**src/rtl/dds_freq_meter.sv**
```systemverilog
`default_nettype none
// ============================================================================
// Module      : dds_freq_meter
// Description : Measures the period of a sampled DDS waveform by averaging
//               the clock count over a power-of-two number of rising
//               midscale crossings, with hysteresis and timeout detection.
// Revision    : 1.0 - initial release
// ============================================================================
module dds_freq_meter #(
    parameter int data_width  = 8,
    parameter int count_width = 16,
    parameter int periods     = 4,
    parameter int hyst        = 8
) (
    input  logic                   clk,
    input  logic                   rst,
    input  logic                   enable,
    input  logic [data_width-1:0]  signal_in,
    output logic [count_width-1:0] period_out,
    output logic                   period_valid,
    input  logic                   period_ready,
    output logic                   overflow
);

    localparam int c_log2    = (periods > 1) ? $clog2(periods) : 0;
    localparam int c_acc_w   = count_width + c_log2;
    localparam int c_tally_w = c_log2 + 1;

    localparam logic [data_width-1:0]  c_mid        = data_width'(1) << (data_width - 1);
    localparam logic [31:0]            c_hi_thr     = 32'((1 << (data_width - 1)) + hyst);
    localparam logic [31:0]            c_lo_thr     = 32'((1 << (data_width - 1)) - hyst);
    localparam logic [c_acc_w-1:0]     c_acc_max    = {c_acc_w{1'b1}};
    localparam logic [count_width-1:0] c_sync_last  = {{(count_width-1){1'b1}}, 1'b0};
    localparam logic [c_tally_w-1:0]   c_tally_last = c_tally_w'(periods - 1);

    typedef enum logic [2:0] {
        S_IDLE    = 3'd0,
        S_ARM     = 3'd1,
        S_SYNC    = 3'd2,
        S_MEASURE = 3'd3,
        S_DONE    = 3'd4
    } state_t;

    state_t                 r_state;
    logic [data_width-1:0]  r_s_reg;
    logic                   r_hi;
    logic [c_acc_w-1:0]     r_acc;
    logic [c_tally_w-1:0]   r_tally;
    logic [count_width-1:0] r_sync_cnt;
    logic [count_width-1:0] r_period;
    logic                   r_valid;
    logic                   r_overflow;

    logic [31:0]            w_s_ext;
    logic                   w_set;
    logic                   w_clr;
    logic                   w_hi_next;
    logic                   w_cross;
    logic [c_acc_w-1:0]     w_acc_inc;
    logic [count_width-1:0] w_avg;

    assign w_s_ext   = 32'(r_s_reg);
    assign w_set     = (w_s_ext >= c_hi_thr);
    assign w_clr     = (w_s_ext <= c_lo_thr);
    assign w_hi_next = w_set ? 1'b1 : (w_clr ? 1'b0 : r_hi);
    assign w_cross   = w_set & ~r_hi;
    assign w_acc_inc = r_acc + 1'b1;
    // Accumulator already counts the crossing cycle, so the shift is the average.
    assign w_avg     = w_acc_inc[c_acc_w-1:c_log2];

    always_ff @(posedge clk or negedge rst) begin
        if (!rst) begin
            r_state    <= S_IDLE;
            r_s_reg    <= c_mid;
            r_hi       <= 1'b0;
            r_acc      <= '0;
            r_tally    <= '0;
            r_sync_cnt <= '0;
            r_period   <= '0;
            r_valid    <= 1'b0;
            r_overflow <= 1'b0;
        end else begin
            r_s_reg <= signal_in;
            r_hi    <= w_hi_next;
            if (r_state != S_DONE && !enable) begin
                r_state    <= S_IDLE;
                r_acc      <= '0;
                r_tally    <= '0;
                r_sync_cnt <= '0;
            end else begin
                case (r_state)
                    S_IDLE: begin
                        r_state <= S_ARM;
                    end
                    S_ARM: begin
                        if (!r_hi) begin
                            r_state    <= S_SYNC;
                            r_sync_cnt <= '0;
                        end
                    end
                    S_SYNC: begin
                        if (w_cross) begin
                            r_acc   <= '0;
                            r_tally <= '0;
                            r_state <= S_MEASURE;
                        end else if (r_sync_cnt == c_sync_last) begin
                            r_state    <= S_DONE;
                            r_period   <= '1;
                            r_overflow <= 1'b1;
                            r_valid    <= 1'b1;
                        end else begin
                            r_sync_cnt <= r_sync_cnt + 1'b1;
                        end
                    end
                    S_MEASURE: begin
                        r_acc <= w_acc_inc;
                        if (w_acc_inc == c_acc_max) begin
                            r_state    <= S_DONE;
                            r_period   <= '1;
                            r_overflow <= 1'b1;
                            r_valid    <= 1'b1;
                        end else if (w_cross) begin
                            if (r_tally == c_tally_last) begin
                                r_state    <= S_DONE;
                                r_period   <= w_avg;
                                r_overflow <= 1'b0;
                                r_valid    <= 1'b1;
                            end else begin
                                r_tally <= r_tally + 1'b1;
                            end
                        end
                    end
                    S_DONE: begin
                        // hi is already set here, so SYNC resumes on the next rising edge.
                        if (period_ready) begin
                            r_valid    <= 1'b0;
                            r_sync_cnt <= '0;
                            r_state    <= enable ? S_SYNC : S_IDLE;
                        end
                    end
                    default: begin
                        r_state <= S_IDLE;
                    end
                endcase
            end
        end
    end

    assign period_out   = r_period;
    assign period_valid = r_valid;
    assign overflow     = r_overflow;

endmodule
`default_nettype wire

```
**config.mk**
```make
export PLATFORM = sky130hd
export DESIGN_NAME = dds_freq_meter
export DESIGN_NICKNAME = d
export VERILOG_FILES = /design/src/rtl/dds_freq_meter.sv
export SDC_FILE = /design/constraint.sdc
export NUM_CORES = 1
export LEC_CHECK = 0
export CORE_ASPECT_RATIO = 0.6
export CORE_MARGIN = 2
export CORE_UTILIZATION = 47
export CTS_BUF_LIST = sky130_fd_sc_hd__clkbuf_8
export CTS_CLUSTER_DIAMETER = 80
export DETAILED_ROUTE_END_ITERATION = 7
export PLACE_DENSITY = 0.67
export REMOVE_ABC_BUFFERS = 1
export SLEW_MARGIN = 25
export SYNTH_ARGS = -nofsm -noshare
export SYNTH_HDL_FRONTEND = slang
export SYNTH_SLANG_ARGS = --single-unit
```
**constraint.sdc**
```tcl
create_clock -name clk -period 5.1 [get_ports clk]
set_clock_uncertainty 0.2 [all_clocks]
set_input_delay 1.02 -clock clk [delete_from_list [all_inputs] [get_ports clk]]
set_output_delay 1.02 -clock clk [all_outputs]
set_load 0.02 [all_outputs]
```
==> summary.txt, run 1 <==
Final HPWL DP -> 5790 µm
Switching power -> 0.541 mW
Fin crit period -> 3.27 ns
Mux cell area share after synthesis -> 0.316%
Hold Path Class -> flop to flop
Post-CTS setup buffer count -> 0
Cell Area, Synth -> 3560 µm²
Leading area contributor after synthesis -> dfrtp_1
Most common cell in the synthesized netlist -> dfrtp_1
Status -> completed
Synth Area in Simple Gates -> 20.2%
Utilization after layout -> 56.4%
Hold WS -> 0.282 ns
RSZ-0062 raised after global routing -> false
Combinational family with the most area after synthesis -> compound AO/OA/AOI/OAI gates
CTS root buf -> clkbuf_8
Fin. max-slew vios -> 0
CTS tree -> done
Post-synthesis sequential area ratio -> 47.1%
Fmax -> 306 MHz
Crit path launch -> r_acc[1]$_DFFE_PN0P_
Worst vdd ir -> 0.240 mV
Post-cts resize count -> 0
Final WL -> 8380 µm
Number of global-route vias before repair -> 2594
Pre-antenna DRT Iters -> 5
Arr. time, crit path -> 3.28 ns
Via count -> 2990
Syn Area/Cell -> 9.37 µm²
Pleak -> 1.60 nW
Layout cells sized above 1 -> 7.11%
Tot GR Track Use -> 21.8%
Final hold vios -> 0
Maximum clock path buffer count -> 2
Reg2reg start -> r_acc[1]$_DFFE_PN0P_
Largest net degree at the start of global routing -> 37
Remaining DRCs -> 0
PortBufs -> 29
Num ports -> 30
Tot Pwr -> 1.60 mW
TNS Setup -> 0 ns
Final setup viols -> 0
P_int -> 1.06 mW
Die ar. -> 8310 µm²
Final Non-Filler Cells -> 512
Crit path max fanout -> 7
DR iter-0 viols -> 299
H-tree levels -> 3
Critical path class -> flop to flop
Share of the synthesized area in the top cell type -> 46.4%
Area share of xor/xnor cells in the synthesized design -> 4.18%
Die Y -> 71.4 µm
CTS Hold Buffers Added -> 0
Clk pwr share -> 27.6%
Max reg flops -> 18
Seq pwr share -> 42.3%
Nets -> 421
Layout area overhead -> 15.5%
Combinational share of power -> 30.1%
Die span in x -> 116 µm
Tcrit/Tclk final -> 64.2%
Post-DRT Antenna Nets -> 0
Ranking of synthesized cells by area -> dfrtp_1 (46%), o21ai_0 (6.5%), nor2_1 (3.3%), a2bb2oi_1 (3.2%), nand2_1 (3.0%)
Sw Share -> 33.7%
Clock Latency Late Sink -> 0.36 ns
Synthesized flop and latch total -> 67
Row count -> 24
Total grt overflow -> 0
Ys async rst share -> 100%
CORE AREA -> 7300 µm²
Adder-cell share of the synthesized area -> 2.11%
Max cap viols -> 0
Hold Startpoint -> r_sync_cnt[9]$_DFFE_PN0P_
Global-route wire length before repair -> 13600 µm
Most flops, register -> r_acc
Relative slew slack -> 47.1%
Cell count after synthesis -> 380
CTS Buf Count -> 9
EDFF count, synth -> 0
Reg clk slew, reported paths -> 0.08 ns
Cells after DPL -> 496
Vias per cell -> 5.84
PD cells -> 390 nW/µm²
Routability-driven placement congestion ratio -> 0.833
Worst setup SP type -> flop
Clk sinks -> 67
Unique masters post-synth -> 53
Drt wl/cell -> 16.4 µm
Commonest cells in the netlist -> dfrtp_1 (66), o21ai_0 (46), nor2_1 (31), nand2_1 (28), nand3_1 (19)
Initial Util -> 48.8%
Required time of the critical path -> 5.10 ns
Diode count -> 0
Post-synth top flop -> dfrtp_1
Antenna violations before repair -> 0
Endpoint class of the critical path -> flop
Post-synthesis compound-gate area fraction -> 22.6%
Synth warn -> 0
Worst slew pin tran -> 0.793 ns
worst max-delay path, stage by stage, from the launching register on:
cell and delay (ns):
dfrtp_1 0.44, ha_1 0.30, and3_1 0.36, nand3_1 0.13, xor2_1 0.24, a2111oi_0 0.45
nand4_1 0.19, a21oi_1 0.65, a2bb2oi_1 0.16
cell type report:
type / instances / area (µm²)
fill: 645 / 3180
multi-input combinational: 283 / 1760
sequential: 67 / 1680
timing repair buffer: 33 / 315
clock buffer: 10 / 138
tap: 104 / 130
clock inverter: 6 / 57.6
inverter: 9 / 33.8
cell usage in the layout, fill, tap and decap left out, types with 10 or more instances in the layout:
master           synthesis  layout
and3_1                  10      10
inv_1                    9      11
clkdlybuf4s50_1          0      28
o31ai_1                 13      13
a2bb2oi_1               13      13
nand3_1                 19      19
nand4_1                 11      11
o21ai_0                 46      46
dfrtp_1                 66      66
nor2_1                  31      31
nand2_1                 28      28
clkbuf_8                 0      10
a31oi_1                 10      10
per-stage QoR:
stage                     instance area, µm²  worst slack [ns]
after floorplan                         3470              2.27
after global placement                  3920              1.66
after detailed placement                3920              1.60
after CTS                               4110              1.89
after global routing                    4110              1.56
final                                   4110              1.83
metal layers:
layer  GRT usage, %  vias to the layer above  wire [µm]
met5              0                        -          0
met3           5.08                        7        453
met1           38.2                     1442       4820
met2           24.5                       91       3030
met4           7.94                        0         79
li1               -                     1450          -
kinds of logic (layout without fill, tap and decap cells):
| kind of cell | Yosys count | in the layout |
|---|---|---|
| adders and majority gates | 6 | 6 |
| AOI/OAI and AO/OA | 120 | 120 |
| DFF | 67 | 67 |
| muxes | 1 | 1 |
| and+or+nand+nor | 139 | 139 |
| xor gates and xnor gates | 17 | 17 |
| buffers and inverters | 30 | 58 |
final timing paths:
check	cells past startpoint	to	slack, ns
max in group asynchronous	2	period_out[6]$_DFFE_PN0P_	3.25
setup reg to reg	8	period_out[12]$_DFFE_PN0P_	1.83
hold / removal	1	r_sync_cnt[9]$_DFFE_PN0P_	0.28
setup / recovery	8	period_out[12]$_DFFE_PN0P_	1.83
hold reg to reg	1	r_sync_cnt[9]$_DFFE_PN0P_	0.28
min in group asynchronous	1	period_out[0]$_DFFE_PN0P_	0.55
power groups by stage:
stage | clock [mW] | combinational [mW] | sequential [mW]
3_5_place_dp | 0 | 0.480 | 0.685
3_3_place_gp | 0 | 0.472 | 0.687
2_1_floorplan | 0 | 0.203 | 0.743
5_1_grt | 0.476 | 0.522 | 0.692
6_report | 0.443 | 0.482 | 0.678
4_1_cts | 0.456 | 0.484 | 0.678
No activity file was read; power rests on OpenSTA's default activity.
==> run 2: changes to the inputs <==
- clock period: 5.1 -> 3.2 ns (I/O delays scaled with it)
==> summary.txt, run 2 (synthesized netlist as in run 1, its figures left out) <==
Initial Util -> 48.8% (unchanged)
Worst vdd ir -> 0.433 mV (was 0.240 mV)
Critical path class -> flop to flop (unchanged)
Hold WS -> 0.0303 ns (was 0.282 ns)
Commonest non-fill, non-tap cell in the layout -> dfrtp_1 (unchanged)
TNS Setup -> 0 ns (unchanged)
Final WL -> 8510 µm (was 8380 µm)
Via count -> 3066 (was 2990)
Hold Path Class -> primary input to asynchronous set/reset pin (was flop to flop)
Fin. max-slew vios -> 0 (unchanged)
Pre-antenna DRT Iters -> 5 (unchanged)
CTS Buf Count -> 9 (unchanged)
Most flops, register -> r_acc (unchanged)
CTS root buf -> clkbuf_8 (unchanged)
Max cap viols -> 0 (unchanged)
Drt wl/cell -> 16.3 µm (was 16.4 µm)
CORE AREA -> 7300 µm² (unchanged)
Routability-driven placement congestion ratio -> 0.884 (was 0.833)
Tot GR Track Use -> 23.2% (was 21.8%)
Die span in x -> 116 µm (unchanged)
Die ar. -> 8310 µm² (unchanged)
Number of global-route vias before repair -> 2863 (was 2594)
H-tree levels -> 3 (unchanged)
Nets -> 430 (was 421)
Row count -> 24 (unchanged)
Clock Latency Late Sink -> 0.36 ns (about the same)
Status -> completed (unchanged)
WP buf/inv -> 0 (unchanged)
Vias per cell -> 5.88 (was 5.84)
Remaining DRCs -> 0 (unchanged)
DR iter-0 viols -> 280 (was 299)
Crit path max-delay family -> simple AND/OR/NAND/NOR gates (was compound AO/OA/AOI/OAI gates)
Layout area overhead -> 18.3% (was 15.5%)
Arr. time, crit path -> 3.12 ns (was 3.28 ns)
Placed Area -> 4000 µm² (was 3920 µm²)
CP cell instances -> ha_2 -> nand3_1 -> or4_1 -> nand3_1 -> nor4_1 -> a31oi_1 -> o221ai_1 -> mux2_2 (was ha_1 -> and3_1 -> nand3_1 -> xor2_1 -> a2111oi_0 -> nand4_1 -> a21oi_1 -> a2bb2oi_1)
CP max stage delay -> 0.62 ns (was 0.65 ns)
Required time of the critical path -> 3.25 ns (was 5.10 ns)
Reg clk slew, reported paths -> 0.08 ns (about the same)
Fill count -> 624 (was 645)
Tcrit/Tclk final -> 96.1% (was 64.2%)
Diode count -> 0 (unchanged)
Maximum clock path buffer count -> 2 (unchanged)
Fmax -> 325 MHz (was 306 MHz)
Final hold vios -> 0 (unchanged)
PortBufs -> 29 (unchanged)
Num ports -> 30 (unchanged)
Crit path max-delay cell type -> or4_1 (was a21oi_1)
Endpoint class of the critical path -> flop (unchanged)
CTS tree -> done (unchanged)
Post-DRT Antenna Nets -> 0 (unchanged)
Most frequent cells in the layout -> dfrtp_1 (66), o21ai_0 (46), nor2_1 (31) (unchanged)
Antenna violations before repair -> 0 (unchanged)
PD cells -> 612 nW/µm² (was 390 nW/µm²)
Final setup viols -> 0 (unchanged)
Total grt overflow -> 0 (unchanged)
Relative slew slack -> 63.0% (was 47.1%)
Final HPWL DP -> 6040 µm (was 5790 µm)
Global-route wire length before repair -> 14600 µm (was 13600 µm)
Die Y -> 71.4 µm (unchanged)
Layout cells sized above 1 -> 9.83% (was 7.11%)
Max reg flops -> 18 (unchanged)
Worst setup SP type -> flop (unchanged)
Most frequent CP cell -> nand3_1
Clk sinks -> 67 (unchanged)
Largest net degree at the start of global routing -> 36 (was 37)
RSZ-0062 raised after global routing -> false (unchanged)
CTS Hold Buffers Added -> 0 (unchanged)
Worst slew pin tran -> 0.553 ns (was 0.793 ns)
Crit path max fanout -> 6 (was 7)
Final Cell Area -> 4210 µm² (was 4110 µm²)
Multi-input logic area -> 1770 µm² (was 1760 µm²)
Fin crit period -> 3.08 ns (was 3.27 ns)
Register area -> 1680 µm² (unchanged)
Pleak -> 1.64 nW (was 1.60 nW)
## run 2: final timing paths
kind | from | to | slack [ns] | depth (start not counted)
max reg2reg | r_acc[0]$_DFFE_PN0P_ | r_tally[0]$_DFFE_PN0P_ | 0.12 | 8
max in group asynchronous | rst | period_out[13]$_DFFE_PN0P_ | 2.21 | 2
min | rst | r_acc[14]$_DFFE_PN0P_ | 0.03 | 1
min in group clk | r_sync_cnt[12]$_DFFE_PN0P_ | r_sync_cnt[12]$_DFFE_PN0P_ | 0.28 | 1
max | r_acc[0]$_DFFE_PN0P_ | r_tally[0]$_DFFE_PN0P_ | 0.12 | 8
min reg2reg | r_sync_cnt[12]$_DFFE_PN0P_ | r_sync_cnt[12]$_DFFE_PN0P_ | 0.28 | 1
## run 2: where the power goes
| part | internal (mW) | switching (mW) |
|---|---|---|
| sequential | 0.970 | 0.113 |
| combinational | 0.356 | 0.420 |
| clock | 0.364 | 0.356 |
| total | 1.69 | 0.889 |
## run 2: repair_timing
item / in CTS / in global routing
resized for setup: 0 / 3
setup endpoints to repair: 0 / 21
setup buffers: 0 / 0
## run 2: final cells by class
type	instances	share of cell area, %
Timing Repair Buffer	42	9.39
Multi-Input combinational cell	283	42.1
Inverter	9	0.802
Clock buffer	9	2.94
Sequential cell	67	39.8
Tap cell	104	3.09
Clock inverter	7	1.84
## run 2: through the flow
step | cells | setup WS [ns] | total power, mW | util (%)
after floorplan | 359 | 0.373 | 1.51 | -
after global placement | 505 | 0.220 | 1.86 | 54.8
after detailed placement | 505 | 0.0812 | 1.87 | 54.8
after CTS | 521 | 0.0576 | 2.60 | 57.6
after global routing | 521 | 0.0206 | 2.72 | 57.7
final | 521 | 0.124 | 2.58 | 57.7
## run 2: routing by layer
metal  global-route usage [%]  routed length (µm)  vias to the layer above
li1                         -                   -                     1469
met1                     37.4                4530                     1453
met2                     28.2                3130                      118
met3                     7.95                 688                       26
met4                     7.94                 156                        0
met5                        0                   0                        -
==> run 3: changes to the inputs <==
- ABC_CLOCK_PERIOD_IN_PS: unset -> 3200
==> results of run 3 <==
Same layout as run 2: the final DEF is identical, and so are final timing and power.
